<file path="src/rtl/ofm_writeback_ctrl_if.sv">
// AXI4 write-channel bundle (AW, W, B) between the OFM writeback controller
// and the DDR interconnect.
//
// Handshake rule for every channel: a transfer happens on a rising clock edge
// where valid and ready are both high. Once the source raises valid it keeps
// valid and its payload stable until that edge; ready may change freely and
// never has to wait for valid.
interface ofm_writeback_ctrl_if #(
    parameter int AXI_DATA_W = 128,
    parameter int AXI_ADDR_W = 32
);
    logic [AXI_ADDR_W-1:0]   m_awaddr;
    logic [7:0]              m_awlen;
    logic [2:0]              m_awsize;
    logic [1:0]              m_awburst;
    logic                    m_awvalid;
    logic                    m_awready;
    logic [AXI_DATA_W-1:0]   m_wdata;
    logic [AXI_DATA_W/8-1:0] m_wstrb;
    logic                    m_wlast;
    logic                    m_wvalid;
    logic                    m_wready;
    logic [1:0]              m_bresp;
    logic                    m_bvalid;
    logic                    m_bready;

    modport master (
        output m_awaddr, m_awlen, m_awsize, m_awburst, m_awvalid,
        input  m_awready,
        output m_wdata, m_wstrb, m_wlast, m_wvalid,
        input  m_wready,
        input  m_bresp, m_bvalid,
        output m_bready
    );

    modport slave (
        input  m_awaddr, m_awlen, m_awsize, m_awburst, m_awvalid,
        output m_awready,
        input  m_wdata, m_wstrb, m_wlast, m_wvalid,
        output m_wready,
        output m_bresp, m_bvalid,
        input  m_bready
    );
endinterface

</file>
<file path="src/rtl/ofm_writeback_ctrl.sv">
// OFM writeback controller: streams packed OFM buffer words to DDR as AXI4
// INCR bursts that never cross a 4 KB page, with a partial strobe on the last
// beat of the transfer and sticky error reporting from write responses.
module ofm_writeback_ctrl #(
    parameter int DATA_W     = 16,
    parameter int AXI_DATA_W = 128,
    parameter int AXI_ADDR_W = 32,
    parameter int ADDR_W     = 10,
    parameter int MAX_BURST  = 16
) (
    input  logic                  clk,
    input  logic                  rst_n,
    input  logic                  start,
    input  logic [AXI_ADDR_W-1:0] base_addr,
    input  logic [ADDR_W:0]       num_elems,
    output logic                  busy,
    output logic                  done,
    output logic                  error,
    output logic [ADDR_W-1:0]     buf_rd_addr,
    output logic                  buf_rd_en,
    input  logic [AXI_DATA_W-1:0] buf_rd_data,
    output logic [2:0]            dbg_state,
    ofm_writeback_ctrl_if.master  axi
);
    localparam int PF         = AXI_DATA_W / DATA_W;
    localparam int PF_LOG     = $clog2(PF);
    localparam int BEAT_BYTES = AXI_DATA_W / 8;
    localparam int BEAT_LOG   = $clog2(BEAT_BYTES);
    localparam int ELEM_BYTES = DATA_W / 8;
    localparam int CNT_W      = ADDR_W + 1;
    localparam int CNTX_W     = CNT_W + 1;
    localparam int BEATS_W    = 9;

    typedef enum logic [2:0] {
        S_IDLE = 3'd0,
        S_CALC = 3'd1,
        S_AW   = 3'd2,
        S_W    = 3'd3,
        S_B    = 3'd4,
        S_FIN  = 3'd5
    } state_t;

    state_t state_q, state_d;

    logic [AXI_ADDR_W-1:0] addr_q;
    logic [CNT_W-1:0]      rem_q;
    logic [PF_LOG-1:0]     tail_q;
    logic [BEATS_W-1:0]    beats_q;
    logic [7:0]            awlen_q;
    logic [BEATS_W-1:0]    rd_left_q;
    logic [ADDR_W-1:0]     rd_addr_q;
    logic [7:0]            w_beat_q;
    logic                  error_q;

    logic                  in_flight_q;
    logic [1:0]            cnt_q;
    logic                  wr_ptr_q;
    logic                  rd_ptr_q;
    logic [AXI_DATA_W-1:0] fifo_mem [2];

    logic [CNT_W-1:0]      words;
    logic [12:0]           room_beats;
    logic [12:0]           beats_calc;
    logic [2:0]            occupancy;
    logic                  rd_en;
    logic                  wvalid;
    logic                  wlast;
    logic                  pop;
    logic                  final_beat;
    logic [BEAT_BYTES-1:0] tail_strb;

    // Word count of the requested transfer, rounded up to whole beats.
    assign words = CNT_W'(({1'b0, num_elems} + CNTX_W'(PF - 1)) >> PF_LOG);

    // Size of the next burst: limited by remaining words, the burst cap and
    // the distance to the next 4 KB page boundary.
    always_comb begin
        room_beats = (13'd4096 - {1'b0, addr_q[11:0]}) >> BEAT_LOG;
        beats_calc = 13'(rem_q);
        if (13'(MAX_BURST) < beats_calc) beats_calc = 13'(MAX_BURST);
        if (room_beats < beats_calc)     beats_calc = room_beats;
    end

    // Next-state logic of the transfer sequencer.
    always_comb begin
        state_d = state_q;
        case (state_q)
            S_IDLE: if (start) state_d = (num_elems == '0) ? S_FIN : S_CALC;
            S_CALC: state_d = S_AW;
            S_AW:   if (axi.m_awready) state_d = S_W;
            S_W:    if (pop && wlast) state_d = S_B;
            S_B:    if (axi.m_bvalid)
                        state_d = (rem_q != CNT_W'(beats_q)) ? S_CALC : S_FIN;
            S_FIN:  state_d = S_IDLE;
            default: state_d = S_IDLE;
        endcase
    end

    // State register.
    always_ff @(posedge clk or negedge rst_n) begin
        if (!rst_n) state_q <= S_IDLE;
        else        state_q <= state_d;
    end

    // Read issue: keep the skid FIFO plus the read in flight at two words at
    // most; a beat leaving this cycle frees a slot, which sustains one beat
    // per cycle once the FIFO is primed.
    always_comb begin
        occupancy = {1'b0, cnt_q} + {2'b00, in_flight_q};
        wvalid    = (state_q == S_W) && (cnt_q != 2'd0);
        pop       = wvalid && axi.m_wready;
        wlast     = (w_beat_q == awlen_q);
        rd_en     = (state_q == S_W) && (rd_left_q != '0) &&
                    ((occupancy < 3'd2) || pop);
    end

    // Strobe for the final beat: only the bytes of the trailing elements.
    always_comb begin
        final_beat = wlast && (rem_q == CNT_W'(beats_q)) && (tail_q != '0);
        for (int i = 0; i < BEAT_BYTES; i++) begin
            tail_strb[i] = (i < int'(tail_q) * ELEM_BYTES);
        end
    end

    // Transfer bookkeeping: address, remaining words, burst and read counters.
    always_ff @(posedge clk or negedge rst_n) begin
        if (!rst_n) begin
            addr_q    <= '0;
            rem_q     <= '0;
            tail_q    <= '0;
            beats_q   <= '0;
            awlen_q   <= '0;
            rd_left_q <= '0;
            rd_addr_q <= '0;
            w_beat_q  <= '0;
            error_q   <= 1'b0;
        end else begin
            if (state_q == S_IDLE && start) begin
                addr_q    <= base_addr;
                rem_q     <= words;
                tail_q    <= num_elems[PF_LOG-1:0];
                rd_addr_q <= '0;
                error_q   <= 1'b0;
            end
            if (state_q == S_CALC) begin
                beats_q   <= beats_calc[BEATS_W-1:0];
                rd_left_q <= beats_calc[BEATS_W-1:0];
                awlen_q   <= 8'(beats_calc - 13'd1);
                w_beat_q  <= '0;
            end
            if (rd_en) begin
                rd_addr_q <= rd_addr_q + 1'b1;
                rd_left_q <= rd_left_q - 1'b1;
            end
            if (pop) w_beat_q <= w_beat_q + 8'd1;
            if (state_q == S_B && axi.m_bvalid) begin
                error_q <= error_q | (axi.m_bresp != 2'b00);
                addr_q  <= addr_q + (AXI_ADDR_W'(beats_q) << BEAT_LOG);
                rem_q   <= rem_q - CNT_W'(beats_q);
            end
        end
    end

    // Two-entry skid FIFO fed by the buffer's one-cycle read latency.
    always_ff @(posedge clk or negedge rst_n) begin
        if (!rst_n) begin
            in_flight_q <= 1'b0;
            cnt_q       <= 2'd0;
            wr_ptr_q    <= 1'b0;
            rd_ptr_q    <= 1'b0;
            fifo_mem[0] <= '0;
            fifo_mem[1] <= '0;
        end else begin
            in_flight_q <= rd_en;
            if (in_flight_q) begin
                fifo_mem[wr_ptr_q] <= buf_rd_data;
                wr_ptr_q           <= ~wr_ptr_q;
            end
            if (pop) rd_ptr_q <= ~rd_ptr_q;
            cnt_q <= cnt_q + {1'b0, in_flight_q} - {1'b0, pop};
        end
    end

    assign busy        = (state_q == S_CALC) || (state_q == S_AW) ||
                         (state_q == S_W)    || (state_q == S_B);
    assign done        = (state_q == S_FIN);
    assign error       = error_q;
    assign dbg_state   = state_q;
    assign buf_rd_addr = rd_addr_q;
    assign buf_rd_en   = rd_en;

    assign axi.m_awaddr  = addr_q;
    assign axi.m_awlen   = awlen_q;
    assign axi.m_awsize  = 3'(BEAT_LOG);
    assign axi.m_awburst = 2'b01;
    assign axi.m_awvalid = (state_q == S_AW);
    assign axi.m_wdata   = fifo_mem[rd_ptr_q];
    assign axi.m_wstrb   = final_beat ? tail_strb : '1;
    assign axi.m_wlast   = wlast;
    assign axi.m_wvalid  = wvalid;
    assign axi.m_bready  = (state_q == S_B);
endmodule
</file>
<file path="src/flat_wrapper.sv">
// flat-port wrapper written by rule: the top's interface ports become plain ports
module ofm_writeback_ctrl_flat 
#(
    parameter int DATA_W     = 16,
    parameter int AXI_DATA_W = 128,
    parameter int AXI_ADDR_W = 32,
    parameter int ADDR_W     = 10,
    parameter int MAX_BURST  = 16
)
  (clk, rst_n, start, base_addr, num_elems, busy, done, error, buf_rd_addr, buf_rd_en, buf_rd_data, dbg_state, axi_m_awaddr, axi_m_awlen, axi_m_awsize, axi_m_awburst, axi_m_awvalid, axi_m_awready, axi_m_wdata, axi_m_wstrb, axi_m_wlast, axi_m_wvalid, axi_m_wready, axi_m_bresp, axi_m_bvalid, axi_m_bready);
  ofm_writeback_ctrl_if #(.AXI_DATA_W(AXI_DATA_W), .AXI_ADDR_W(AXI_ADDR_W)) axi_i ();
  input  logic clk;
  input  logic rst_n;
  input  logic start;
  input  logic [AXI_ADDR_W-1:0] base_addr;
  input  logic [ADDR_W:0] num_elems;
  output logic busy;
  output logic done;
  output logic error;
  output logic [ADDR_W-1:0] buf_rd_addr;
  output logic buf_rd_en;
  input  logic [AXI_DATA_W-1:0] buf_rd_data;
  output logic [2:0] dbg_state;
  output wire logic [$bits(axi_i.m_awaddr)-1:0] axi_m_awaddr;
  output wire logic [$bits(axi_i.m_awlen)-1:0] axi_m_awlen;
  output wire logic [$bits(axi_i.m_awsize)-1:0] axi_m_awsize;
  output wire logic [$bits(axi_i.m_awburst)-1:0] axi_m_awburst;
  output wire logic [$bits(axi_i.m_awvalid)-1:0] axi_m_awvalid;
  input wire logic [$bits(axi_i.m_awready)-1:0] axi_m_awready;
  output wire logic [$bits(axi_i.m_wdata)-1:0] axi_m_wdata;
  output wire logic [$bits(axi_i.m_wstrb)-1:0] axi_m_wstrb;
  output wire logic [$bits(axi_i.m_wlast)-1:0] axi_m_wlast;
  output wire logic [$bits(axi_i.m_wvalid)-1:0] axi_m_wvalid;
  input wire logic [$bits(axi_i.m_wready)-1:0] axi_m_wready;
  input wire logic [$bits(axi_i.m_bresp)-1:0] axi_m_bresp;
  input wire logic [$bits(axi_i.m_bvalid)-1:0] axi_m_bvalid;
  output wire logic [$bits(axi_i.m_bready)-1:0] axi_m_bready;
  assign axi_m_awaddr = axi_i.m_awaddr;
  assign axi_m_awlen = axi_i.m_awlen;
  assign axi_m_awsize = axi_i.m_awsize;
  assign axi_m_awburst = axi_i.m_awburst;
  assign axi_m_awvalid = axi_i.m_awvalid;
  assign axi_i.m_awready = axi_m_awready;
  assign axi_m_wdata = axi_i.m_wdata;
  assign axi_m_wstrb = axi_i.m_wstrb;
  assign axi_m_wlast = axi_i.m_wlast;
  assign axi_m_wvalid = axi_i.m_wvalid;
  assign axi_i.m_wready = axi_m_wready;
  assign axi_i.m_bresp = axi_m_bresp;
  assign axi_i.m_bvalid = axi_m_bvalid;
  assign axi_m_bready = axi_i.m_bready;
  ofm_writeback_ctrl #(.DATA_W(DATA_W), .AXI_DATA_W(AXI_DATA_W), .AXI_ADDR_W(AXI_ADDR_W), .ADDR_W(ADDR_W), .MAX_BURST(MAX_BURST)) u_core (.clk(clk), .rst_n(rst_n), .start(start), .base_addr(base_addr), .num_elems(num_elems), .busy(busy), .done(done), .error(error), .buf_rd_addr(buf_rd_addr), .buf_rd_en(buf_rd_en), .buf_rd_data(buf_rd_data), .dbg_state(dbg_state), .axi(axi_i));
endmodule
</file>
<file path="config.mk">
export PLATFORM = sky130hd
export DESIGN_NAME = ofm_writeback_ctrl_flat
export DESIGN_NICKNAME = d
export VERILOG_FILES = /design/src/rtl/ofm_writeback_ctrl_if.sv /design/src/rtl/ofm_writeback_ctrl.sv /design/src/flat_wrapper.sv
export SDC_FILE = /design/constraint.sdc
export NUM_CORES = 1
export LEC_CHECK = 0
export ABC_CLOCK_PERIOD_IN_PS = 3700
export BUFFER_PORTS_ARGS = -buffer_cell sky130_fd_sc_hd__buf_2
export CAP_MARGIN = 10
export CORE_AREA = 2 2 190 192
export CTS_BUF_LIST = sky130_fd_sc_hd__clkbuf_16
export DETAILED_ROUTE_END_ITERATION = 6
export DIE_AREA = 0 0 192 194
export PLACE_DENSITY = 0.81
export SYNTH_ARGS = -nofsm -noshare
export SYNTH_HDL_FRONTEND = slang
export SYNTH_SLANG_ARGS = --single-unit
</file>
<file path="constraint.sdc">
create_clock -name clk -period 3.7 [get_ports clk]
set_input_delay 0 -clock clk [delete_from_list [all_inputs] [get_ports clk]]
set_output_delay 0 -clock clk [all_outputs]
set_load 0.02 [all_outputs]
</file>
==> run metrics, run 1 <==
multiplexer share of the synthesized area=25.1%; post-synthesis adder-cell area fraction=2.53%; largest net degree at the start of global routing=111; Post-Synthesis Cells=1462; Die Wd=192 microns; Net Switching=4.53 mW; Pleak=11.3 nW; switching part of the total power=33.9%; WL per Instance=21.6 microns; # port buffers=381; via count=14500; dpl hpwl=32.7 mm; synthesized area=17400 sq um; Seq. cell area=8890 sq um; router iterations before antenna repair=5; Overflow after GRT=0; worst IR drop on VDD=0.517 mV; WHS=0.106 ns; Post-DRT Antenna Nets=0; hold violation count in the final report=0; placed cell count=2263; Worst setup SP type=register; Top FF cell, synth=dfrtp_1; Cell Rows=69; CP Class=register to register; Seq pwr share=37.6%; CTS tree=done; area grow syn2layout=33.7%; Final GP Congestion=0.888; first-pass GRT wire length=84.6 mm; Avg Synthesized Cell Area=11.9 sq um; Slew @ Worst Pin=0.907 ns; htree depth=2; layout cells sized above 1=43.9%; register area share after synthesis=51.0%; Setup TNS Final=0 ns; Critical Path End Type=register; Core ar.=35200 sq um; maxcap violations=0; FFs w/ async S/R, synth=100%; final period utilization=96.9%; drt drc=0; Post-Synth XOR/XNOR Area=2.61%; max frequency=279 MHz; WL final=54.8 mm; Initial Util=49.5%; PD cells=573 nW/um^2; height of the die=194 microns; Synth Area in Compound Gates=7.23%; status=completed; clock power share=30.4%; Setup-failing EPs final=0; Max Buffers Root-to-Sink=3; Worst EP required=4.15 ns; R2R depth=17; Power, Total=13.4 mW; Synth Register Bits=355; arrival time of the worst setup path=4.03 ns; Final Skew=0.0266 ns; vias per cell=5.73; nets=2252; number of antenna violations at the first check in global routing=4; # fillers=2402; DR iter-0 viols=970; largest family of logic cells by synthesized area=multiplexers; count of cell types in the netlist=71; Sink Count=355; latest clock arrival within the worst-skew pair=0.54 ns; Slew HR=39.4%; Hold Crit Class=input pin to asynchronous set/reset pin; root buffer cell=clkbuf_16; Post-synth EDFFs=0; multi-input logic area=8170 sq um; die area=37200 sq um; Max Fanout on Critical Path=6; post-layout min period=3.58 ns; # IOs=389; vias in the first global route=15300; Synth warnings=0; Combinational Power Share=32.0%; Int Power=8.83 mW; Final Util=66.2%; clk slew on worst S/H paths=0.07 ns; Non-Filler Instances=2532; gr usage total=28.8%; Synth Area in Simple Gates=8.49%; Slew Viols, Final=0; TritonCTS Buffers=40
==> synthesized netlist by cell type (all sizes together) (4+ instances only) <==
library cell / n / share of area [%]
mux2: 385 / 25
dfrtp: 355 / 51
nand2: 107 / 2.3
o21ai: 73 / 2.1
nor2: 72 / 1.6
clkbuf: 71 / 1.5
a21oi: 39 / 1.1
xnor2: 36 / 1.8
nand3: 35 / 1.0
inv: 33 / 0.71
ha: 32 / 2.3
nor3: 27 / 0.80
buf: 19 / 0.77
nand4: 17 / 0.70
xor2: 16 / 0.80
a211oi: 11 / 0.47
a31oi: 10 / 0.36
nor2b: 9 / 0.32
and3: 8 / 0.29
o211ai: 8 / 0.34
o21a: 8 / 0.34
o22ai: 7 / 0.25
nor4: 6 / 0.32
o311ai: 5 / 0.25
or3: 5 / 0.18
a21o: 4 / 0.17
mux2i: 4 / 0.23
nand2b: 4 / 0.14
or2: 4 / 0.14
==> power groups by stage <==
stage	sequential, mW	clock (mW)	combinational, mW
floorplan	4.80	0	2.73
global placement	4.94	0	3.82
detailed placement	5.01	0	3.90
CTS	4.95	4.07	4.11
global route	5.08	4.29	4.50
finish	5.02	4.06	4.28
==> worst max-delay path, stage by stage (launching register included) <==
cell and delay [ns]:
dfrtp_2 0.43, nor4_4 0.35, nand2_1 0.11, or3_4 0.36
xor2_2 0.17, ha_1 0.30, a211o_1 0.26, o211ai_1 0.10
a21oi_2 0.11, a21o_1 0.20, nor2b_1 0.15, a21oi_2 0.19
ha_4 0.21, buf_4 0.13, nand3_2 0.10, mux2i_1 0.18
nand2_1 0.06, o2111ai_1 0.09
==> final timing paths <==
| check | from | end | slack (ns) |
|---|---|---|---|
| worst max-delay path | u_core.axi.m_awaddr[2] | u_core.axi.m_awlen[6] | 0.12 |
| worst min-delay path | rst_n | u_core.fifo_mem[6] | 0.11 |
| worst max register to register | u_core.axi.m_awaddr[2] | u_core.axi.m_awlen[6] | 0.12 |
| max in group asynchronous | rst_n | u_core.fifo_mem[72] | 2.50 |
| min in group clk | base_addr[0] | u_core.axi.m_awaddr[0] | 0.22 |
| worst min register to register | u_core.fifo_mem[85] | u_core.fifo_mem[85] | 0.50 |
==> cell type report <==
type	count	area share [%]
inverter	33	0.531
sequential	355	38.1
clock buffer	41	4.40
timing repair buffer	616	18.1
multi-input combinational	993	35.0
antenna	4	0.0429
clock inverter	29	1.23
tap	461	2.47
==> metal layers <==
layer  GRT usage [%]  wire length [microns]
met4            15.2                   3010
met3            7.38                   4440
met5               0                      0
met2            49.8                  27300
met1            32.5                  20000
==> repair_timing <==
action                     in CTS  in global routing
hold endpoints to repair      411                  0
cloned                          0                  0
setup endpoints to repair       2                  2
setup buffers                   1                 11
gates resized for setup         3                 14
hold buffers                  183                  0
pin swaps                       1                  6
==> flip-flops by register name, summed over array words and instances, names as in the netlist, 2 cells and up <==
signal and count:
u_core.buf_rd_addr 10, u_core.cnt_q 2, u_core.fifo_mem 256, u_core.axi.m_awaddr 32, u_core.rd_left_q 9, u_core.axi.m_awlen 8, u_core.dbg_state 3, u_core.tail_q 3
u_core.beats_q 9, u_core.w_beat_q 8, u_core.rem_q 11
==> layout by cell type (no fill, tap or decap), drive strengths merged, types with 4 or more instances in the layout <==
master and instances:
o21a 8, clkbuf 42, conb 11, o211ai 8
diode 4, nor2b 9, dfrtp 355, o311ai 5
inv 42, ha 32, o21ai 73, nand2b 4
bufinv 6, and3 8, nor3 27, a211oi 11
a21o 4, o22ai 7, nor2 72, buf 432
dlygate4sd3 183, nand3 35, clkinv 14, or2 4
nand2 107, xor2 16, mux2 385, nor4 6
nand4 17, mux2i 4, a31oi 10, or3 5
xnor2 36, a21oi 39
==> kinds of logic after synthesis <==
family	after synthesis
buffers and inverters	123
multiplexers	389
AND/OR/NAND/NOR	309
AO/OA/AOI/OAI	198
flip-flops	355
other	2
XOR/XNOR	52
adder cells (fa/ha/maj)	34
==> per-stage QoR <==
step	instance area (sq um)	worst slack, ns
floorplan	17500	0.0234
global placement	20000	0.0235
detailed placement	20000	-0.0564
CTS	23200	0.0349
global route	23300	-0.0442
finish	23300	0.116
(Power assumes the default switching activity.)
==> run 2, diff against run 1 <==
GPL_TIMING_DRIVEN = 0   (was unset)
==> run 2 against run 1 <==
  * Die area unchanged
  * Combinational power up 4%
  * Maximum frequency down 5.1%
  * Worst setup slack worse by 0.19 ns
  * Utilization about the same
  * Flip-flop and latch count unchanged
  * Largest power group unchanged
  * The run now ends with negative setup slack left
  * Global-route usage up 0.68 points
  * Critical path type unchanged
==> run metrics, run 2 (synthesis gave the netlist of run 1 again) <==
TritonCTS Buffers=39 (-2.5%); number of antenna violations at the first check in global routing=3 (-1); gr usage total=29.5% (+0.68 points); RSZ-0062 raised after global routing=yes; first-pass GRT wire length=86.0 mm (+1.7%); Slew Viols, Final=0 (unchanged); Core ar.=35200 sq um (unchanged); most common cell after layout, fill and taps aside=mux2_2; clk slew on worst S/H paths=0.06 ns (about the same); Slew @ Worst Pin=0.901 ns (-0.00636 ns); CP Class=register to register; # fillers=2397 (-0.21%); switching part of the total power=34.9% (+1.0 points); arrival time of the worst setup path=4.15 ns (+0.12 ns); layout cells sized above 1=42.1% (-1.8 points); Largest delay share family, worst path=simple AND/OR/NAND/NOR gates; Top reg by flops=u_core.fifo_mem; worst setup margin=-0.0752 ns (-0.191 ns); # port buffers=381 (unchanged); vias per cell=5.67 (-1.0%); Power, Total=12.9 mW (-3.7%); Worst EP required=4.07 ns (-0.08 ns); WL final=56.2 mm (+2.7%); post-layout min period=3.78 ns (+0.191 ns); Critical-path top delay cell=dfrtp_2; worst IR drop on VDD=0.563 mV (+8.9%); Seq. cell area=8890 sq um (about the same); commonest non-fill, non-tap cells in the layout=mux2_2 (384), buf_2 (381), dfrtp_1 (353); WL per Instance=21.8 microns (+0.54%); violated checks=negative setup slack; Overflow after GRT=0 (unchanged); dpl hpwl=34.3 mm (+5.1%); max incr delay on CP=0.45 ns (+0.02 ns); Hold Crit Class=input pin to asynchronous set/reset pin; die area=37200 sq um (unchanged); # IOs=389 (unchanged); Die Wd=192 microns (unchanged); clock power share=27.4% (-3.0 points); Post-DRT Antenna Nets=0 (unchanged); Critical Path End Type=register; nets=2310 (+2.6%); drt drc=0 (unchanged); root buffer cell=clkbuf_16; Final GP Congestion=0.907 (+2.1%); htree depth=2 (unchanged); Final Skew=0.0311 ns (+0.00450 ns); Seq pwr share=38.0% (+0.4 points); critical-path cell list=nor4_4 -> nand2_2 -> or3_4 -> xor2_2 -> ha_1 -> a211o_1 -> o211ai_1 -> a21oi_2 -> a21o_1 -> nor2b_4 -> a21oi_4 -> ha_4 -> nand2_1 -> nor3_2 -> nor3_1 -> o21ai_1 -> o2111ai_1; vias in the first global route=15700 (+2.6%); PD cells=552 nW/um^2 (-3.7%); multi-input logic area=8210 sq um (+0.54%); Slew HR=39.8% (+0.37 points); max frequency=265 MHz (-5.1%); via count=14700 (+1.1%); maxcap violations=0 (unchanged); largest net degree at the start of global routing=121 (+9.0%); router iterations before antenna repair=5 (unchanged); Pleak=11.2 nW (-0.63%); Worst setup SP type=register; area grow syn2layout=33.7% (about the same); final period utilization=102% (+5.2 points); Combinational Power Share=34.5% (+2.5 points); Final Util=66.2% (about the same); Cell Rows=69 (unchanged); Net Switching=4.49 mW (-0.78%); hold violation count in the final report=0 (unchanged); max reg flops=256 (unchanged); DR iter-0 viols=1044 (+7.6%); Initial Util=49.5% (unchanged); status=finished with violations; Int Power=8.37 mW (-5.1%); latest clock arrival within the worst-skew pair=0.54 ns (about the same); CTS tree=done; Max Buffers Root-to-Sink=3 (unchanged); height of the die=194 microns (unchanged); Max Fanout on Critical Path=5 (-1); CP bufs+invs=0 (-1); Setup-failing EPs final=2 (+2); Sink Count=355 (unchanged)
## run 2: cell types whose count changed in the layout (fill, tap and decap cells not counted), sizes merged
cell | previous run | this run
clkinv | 14 | 13
buf | 432 | 423
inv | 42 | 46
clkinvlp | 0 | 1
diode | 4 | 2
bufinv | 6 | 0
clkbuf | 42 | 109
## run 2: final timing paths
path                       cells past startpoint                     end              startpoint  slack, ns
min                                            3      u_core.fifo_mem[2]                   rst_n       0.15
min reg2reg                                    1   u_core.buf_rd_addr[9]   u_core.buf_rd_addr[9]       0.49
max                                           17   u_core.axi.m_awlen[6]  u_core.axi.m_awaddr[2]      -0.08
max in group asynchronous                      3    u_core.fifo_mem[250]                   rst_n       2.37
max reg2reg                                   17   u_core.axi.m_awlen[6]  u_core.axi.m_awaddr[2]      -0.08
min in group clk                               4  u_core.axi.m_awaddr[8]            axi_m_bvalid       0.20
## run 2: area by class of cell
type / instances / area share, %
well taps: 461 / 2.47
diodes: 2 / 0.0215
inverters: 33 / 0.531
clock inverters: 27 / 0.553
flip-flops and latches: 355 / 38.1
repair buffers: 587 / 17.1
multi-input cells: 993 / 35.2
clock buffers: 40 / 4.29
plain buffers: 88 / 1.71
## run 2: power groups by stage
stage | clock [mW] | combinational, mW | sequential [mW]
floorplan | 0 | 2.73 | 4.80
global placement | 0 | 3.93 | 4.82
detailed placement | 0 | 4.03 | 4.89
CTS | 3.55 | 4.25 | 4.83
global route | 3.76 | 4.69 | 4.95
finish | 3.53 | 4.44 | 4.89
## run 2: worst reg2reg max path: stages (launching register included)
cell	delay, ns
dfrtp_2	0.45
nor4_4	0.40
nand2_2	0.12
or3_4	0.36
xor2_2	0.16
ha_1	0.31
a211o_1	0.27
o211ai_1	0.11
a21oi_2	0.13
a21o_1	0.21
nor2b_4	0.14
a21oi_4	0.16
ha_4	0.19
nand2_1	0.07
nor3_2	0.14
nor3_1	0.07
o21ai_1	0.20
o2111ai_1	0.14
## run 2: metrics by stage
| stage | instance area (sq um) | std cells | hold slack (ns) | worst slack (ns) | TNS, ns |
|---|---|---|---|---|---|
| floorplan | 17500 | 1471 | -0.296 | 0.0234 | 0 |
| global placement | 20000 | 2313 | 0.193 | -3.95 | -1388.99 |
| detailed placement | 20100 | 2316 | -0.149 | -0.580 | -1.35 |
| CTS | 23100 | 2572 | 0.120 | 0.00558 | 0 |
| global route | 23300 | 2586 | 0.170 | -0.222 | -0.438 |
| finish | 23300 | 2586 | 0.147 | -0.0752 | -0.131 |
## run 2: repair_timing
action	4_1_cts	5_1_grt
buffers inserted	7	13
setup endpoints to repair	3	3
endpoints found under the hold margin	551	0
pin swaps	8	18
hold buffers	183	0
gates resized for setup	14	19
## run 2: metal layers
| metal | GRT usage, % | part of all wire, % | wire length (microns) | vias to the layer above |
|---|---|---|---|---|
| met4 | 15.5 | 5.4 | 3060 | 2 |
| li1 | - | - | - | 6482 |
| met5 | 0 | 0.020 | 11 | - |
| met3 | 8.49 | 8.8 | 4940 | 215 |
| met2 | 49.9 | 49 | 27700 | 789 |
| met1 | 33.7 | 37 | 20600 | 7183 |
==> run 3, diff against run 2 <==
MAX_ROUTING_LAYER = met4   (was unset)
==> run 3 against run 2 <==
  * Worst setup slack improved by 0.047 ns
  * Sequential share of layout area rose by 0.13 points
  * Combinational power hardly changed
  * Total power down 0.18%
  * Via count rose by 0.48%
  * Cell area down 0.35%
  * Non-clock buffer count decreased by 6
  * Clock-buffer cell count is the same
  * The flow still finishes with violations (negative setup slack)
  * Largest power group unchanged
  * Utilization is 0.23 points lower
  * Worst hold slack worse by 0.038 ns
  * Cell count fell by 0.12%
==> run metrics, run 3 (synthesis gave the netlist of run 1 again) <==
max reg flops=256 (unchanged); maxcap violations=0 (unchanged); Top reg by flops=u_core.fifo_mem; Critical Path End Type=register; latest clock arrival within the worst-skew pair=0.54 ns (about the same); Slew HR=37.6% (-2.2 points); vias per cell=5.71 (+0.59%); root buffer cell=clkbuf_16; status=finished with violations; largest net degree at the start of global routing=124 (+2.5%); clk slew on worst S/H paths=0.06 ns (about the same); WL per Instance=21.7 microns (-0.27%); drt drc=0 (unchanged); Hold Crit Class=input pin to asynchronous set/reset pin; router iterations before antenna repair=6 (+1); height of the die=194 microns (unchanged); number of antenna violations at the first check in global routing=4 (+1); Setup-failing EPs final=1 (-1); # port buffers=381 (unchanged); Cell Rows=69 (unchanged); Critical-path top delay cell=dfrtp_2; area grow syn2layout=33.3%; RSZ-0062 raised after global routing=yes; critical-path cell list=nor4_4 -> buf_4 -> nand2_2 -> or3_4 -> xor2_2 -> ha_1 -> a211o_1 -> o211ai_1 -> a21oi_2 -> a21o_1 -> nor2b_4 -> a21oi_4 -> ha_4 -> nand4_1 -> o21ai_1 -> xnor2_1 -> o21ai_1 -> o21ai_1; post-layout min period=3.73 ns (-0.0469 ns); CP Class=register to register; Post-DRT Antenna Nets=0 (unchanged); WL final=56.0 mm (-0.38%); worst setup margin=-0.0284 ns (+0.0469 ns); Slew Viols, Final=0 (unchanged); Final Skew=0.0224 ns (-0.00870 ns); htree depth=2 (unchanged); nets=2304 (-0.26%); first-pass GRT wire length=86.0 mm (about the same); max incr delay on CP=0.44 ns (about the same); final period utilization=101% (-1.3 points); max frequency=268 MHz (+1.3%); Sink Count=355 (unchanged); dpl hpwl=34.4 mm (+0.33%); CTS tree=done; Slew @ Worst Pin=0.936 ns (+0.0359 ns); Overflow after GRT=0 (unchanged); met3 WL=4.38 mm (-11%); die area=37200 sq um (unchanged); most common cell after layout, fill and taps aside=mux2_2; PD cells=553 nW/um^2 (+0.17%); Core ar.=35200 sq um (unchanged); # IOs=389 (unchanged); Max Fanout on Critical Path=7 (+2); violated checks=negative setup slack; # fillers=2395 (-0.083%); placed cell count=2315 (-0.043%); Die Wd=192 microns (unchanged); Initial Util=49.5% (unchanged); hold violation count in the final report=0 (unchanged); most used cell, CP=o21ai_1; commonest non-fill, non-tap cells in the layout=mux2_2 (384), buf_2 (381), dfrtp_1 (354); TritonCTS Buffers=39 (unchanged); Worst setup SP type=register; arrival time of the worst setup path=4.11 ns (-0.04 ns); Worst EP required=4.08 ns (about the same); DR top layer=met4; gr usage total=30.3% (+0.78 points); Post-DP Area=20000 sq um (-0.14%); cell area after layout=23200 sq um (-0.35%); Pleak=11.1 nW (-0.31%); vias in the first global route=15700 (+0.0064%); met2 routed wirelength=27.9 mm (+0.70%); worst IR drop on VDD=0.525 mV (-6.7%); Setup TNS Final=-0.0284 ns (+0.102 ns); Final GP Congestion=0.919 (+1.4%); Max Buffers Root-to-Sink=3 (unchanged); Non-Filler Instances=2583 (-0.12%); via count=14700 (+0.48%); layout cells sized above 1=41.5% (-0.51 points); Metal-1 WL=20.4 mm (-0.58%); DR iter-0 viols=956 (-8.4%)
run 3: cell count changes in the layout (fill, tap and decap cells not counted), moves of 2 or more:
cell	delta
clkinv_2	-3
diode_2	+2
buf_4	-4
clkinv_1	+3
run 3: final cells by class:
type	instances	area [sq um]	share of cell area (%)
Clock inverter	28	134	0.576
Clock buffer	40	1000	4.31
Buffer	87	392	1.69
Multi-Input combinational cell	993	8170	35.2
Sequential cell	355	8880	38.2
Antenna cell	4	10.0	0.0431
Timing Repair Buffer	582	3940	16.9
Tap cell	461	577	2.48
Inverter	33	124	0.533
run 3: through the flow:
stage	worst slack (ns)	power, mW	hold slack [ns]	util [%]
finish	-0.0284	12.8	0.109	66.0
floorplan	0.0234	7.52	-0.296	-
CTS	0.0000986	12.6	0.126	65.7
global placement	-3.92	8.76	0.192	56.7
global route	-0.162	13.3	0.173	66.0
detailed placement	-0.542	8.91	0.121	56.9
run 3: worst paths after layout:
kind	endpoint	slack, ns	depth (start not counted)	startpoint
worst max-delay path	u_core.axi.m_awlen[4]	-0.03	18	u_core.axi.m_awaddr[2]
min in group clk	u_core.axi.m_awaddr[8]	0.15	4	axi_m_bvalid
max in group asynchronous	u_core.fifo_mem[210]	2.43	3	rst_n
worst min-delay path	u_core.fifo_mem[229]	0.11	2	rst_n
worst max register to register	u_core.axi.m_awlen[4]	-0.03	18	u_core.axi.m_awaddr[2]
worst min register to register	u_core.fifo_mem[111]	0.50	1	u_core.fifo_mem[111]
run 3: critical path: cells and delay by family (launching register included):
kind	cells	cell delay [ns]
DFF	1	0.44
xor gates and xnor gates	2	0.25
buffers and inverters	1	0.19
AOI/OAI and AO/OA	8	1.24
and+or+nand+nor	5	0.94
adders and majority gates	2	0.50
run 3: timing repair:
item / in CTS / in global routing
cloned: 0 / 0
pin swaps: 8 / 10
resized for setup: 14 / 10
endpoints found under the setup margin: 3 / 2
setup buffers: 12 / 4
hold buffers: 183 / 0
endpoints found under the hold margin: 417 / 0
run 3: metal layers:
| layer | up-vias | global-route usage, % |
|---|---|---|
| met1 | 7332 | 33.0 |
| met2 | 689 | 51.0 |
| met4 | 0 | 16.7 |
| met5 | - | - |
| li1 | 6477 | - |
| met3 | 243 | 6.77 |
run 3: power by group:
group / switching (mW) / total, mW / internal (mW)
Clock: 1.59 / 3.55 / 1.95
Combinational: 2.47 / 4.41 / 1.93
Sequential: 0.411 / 4.89 / 4.48
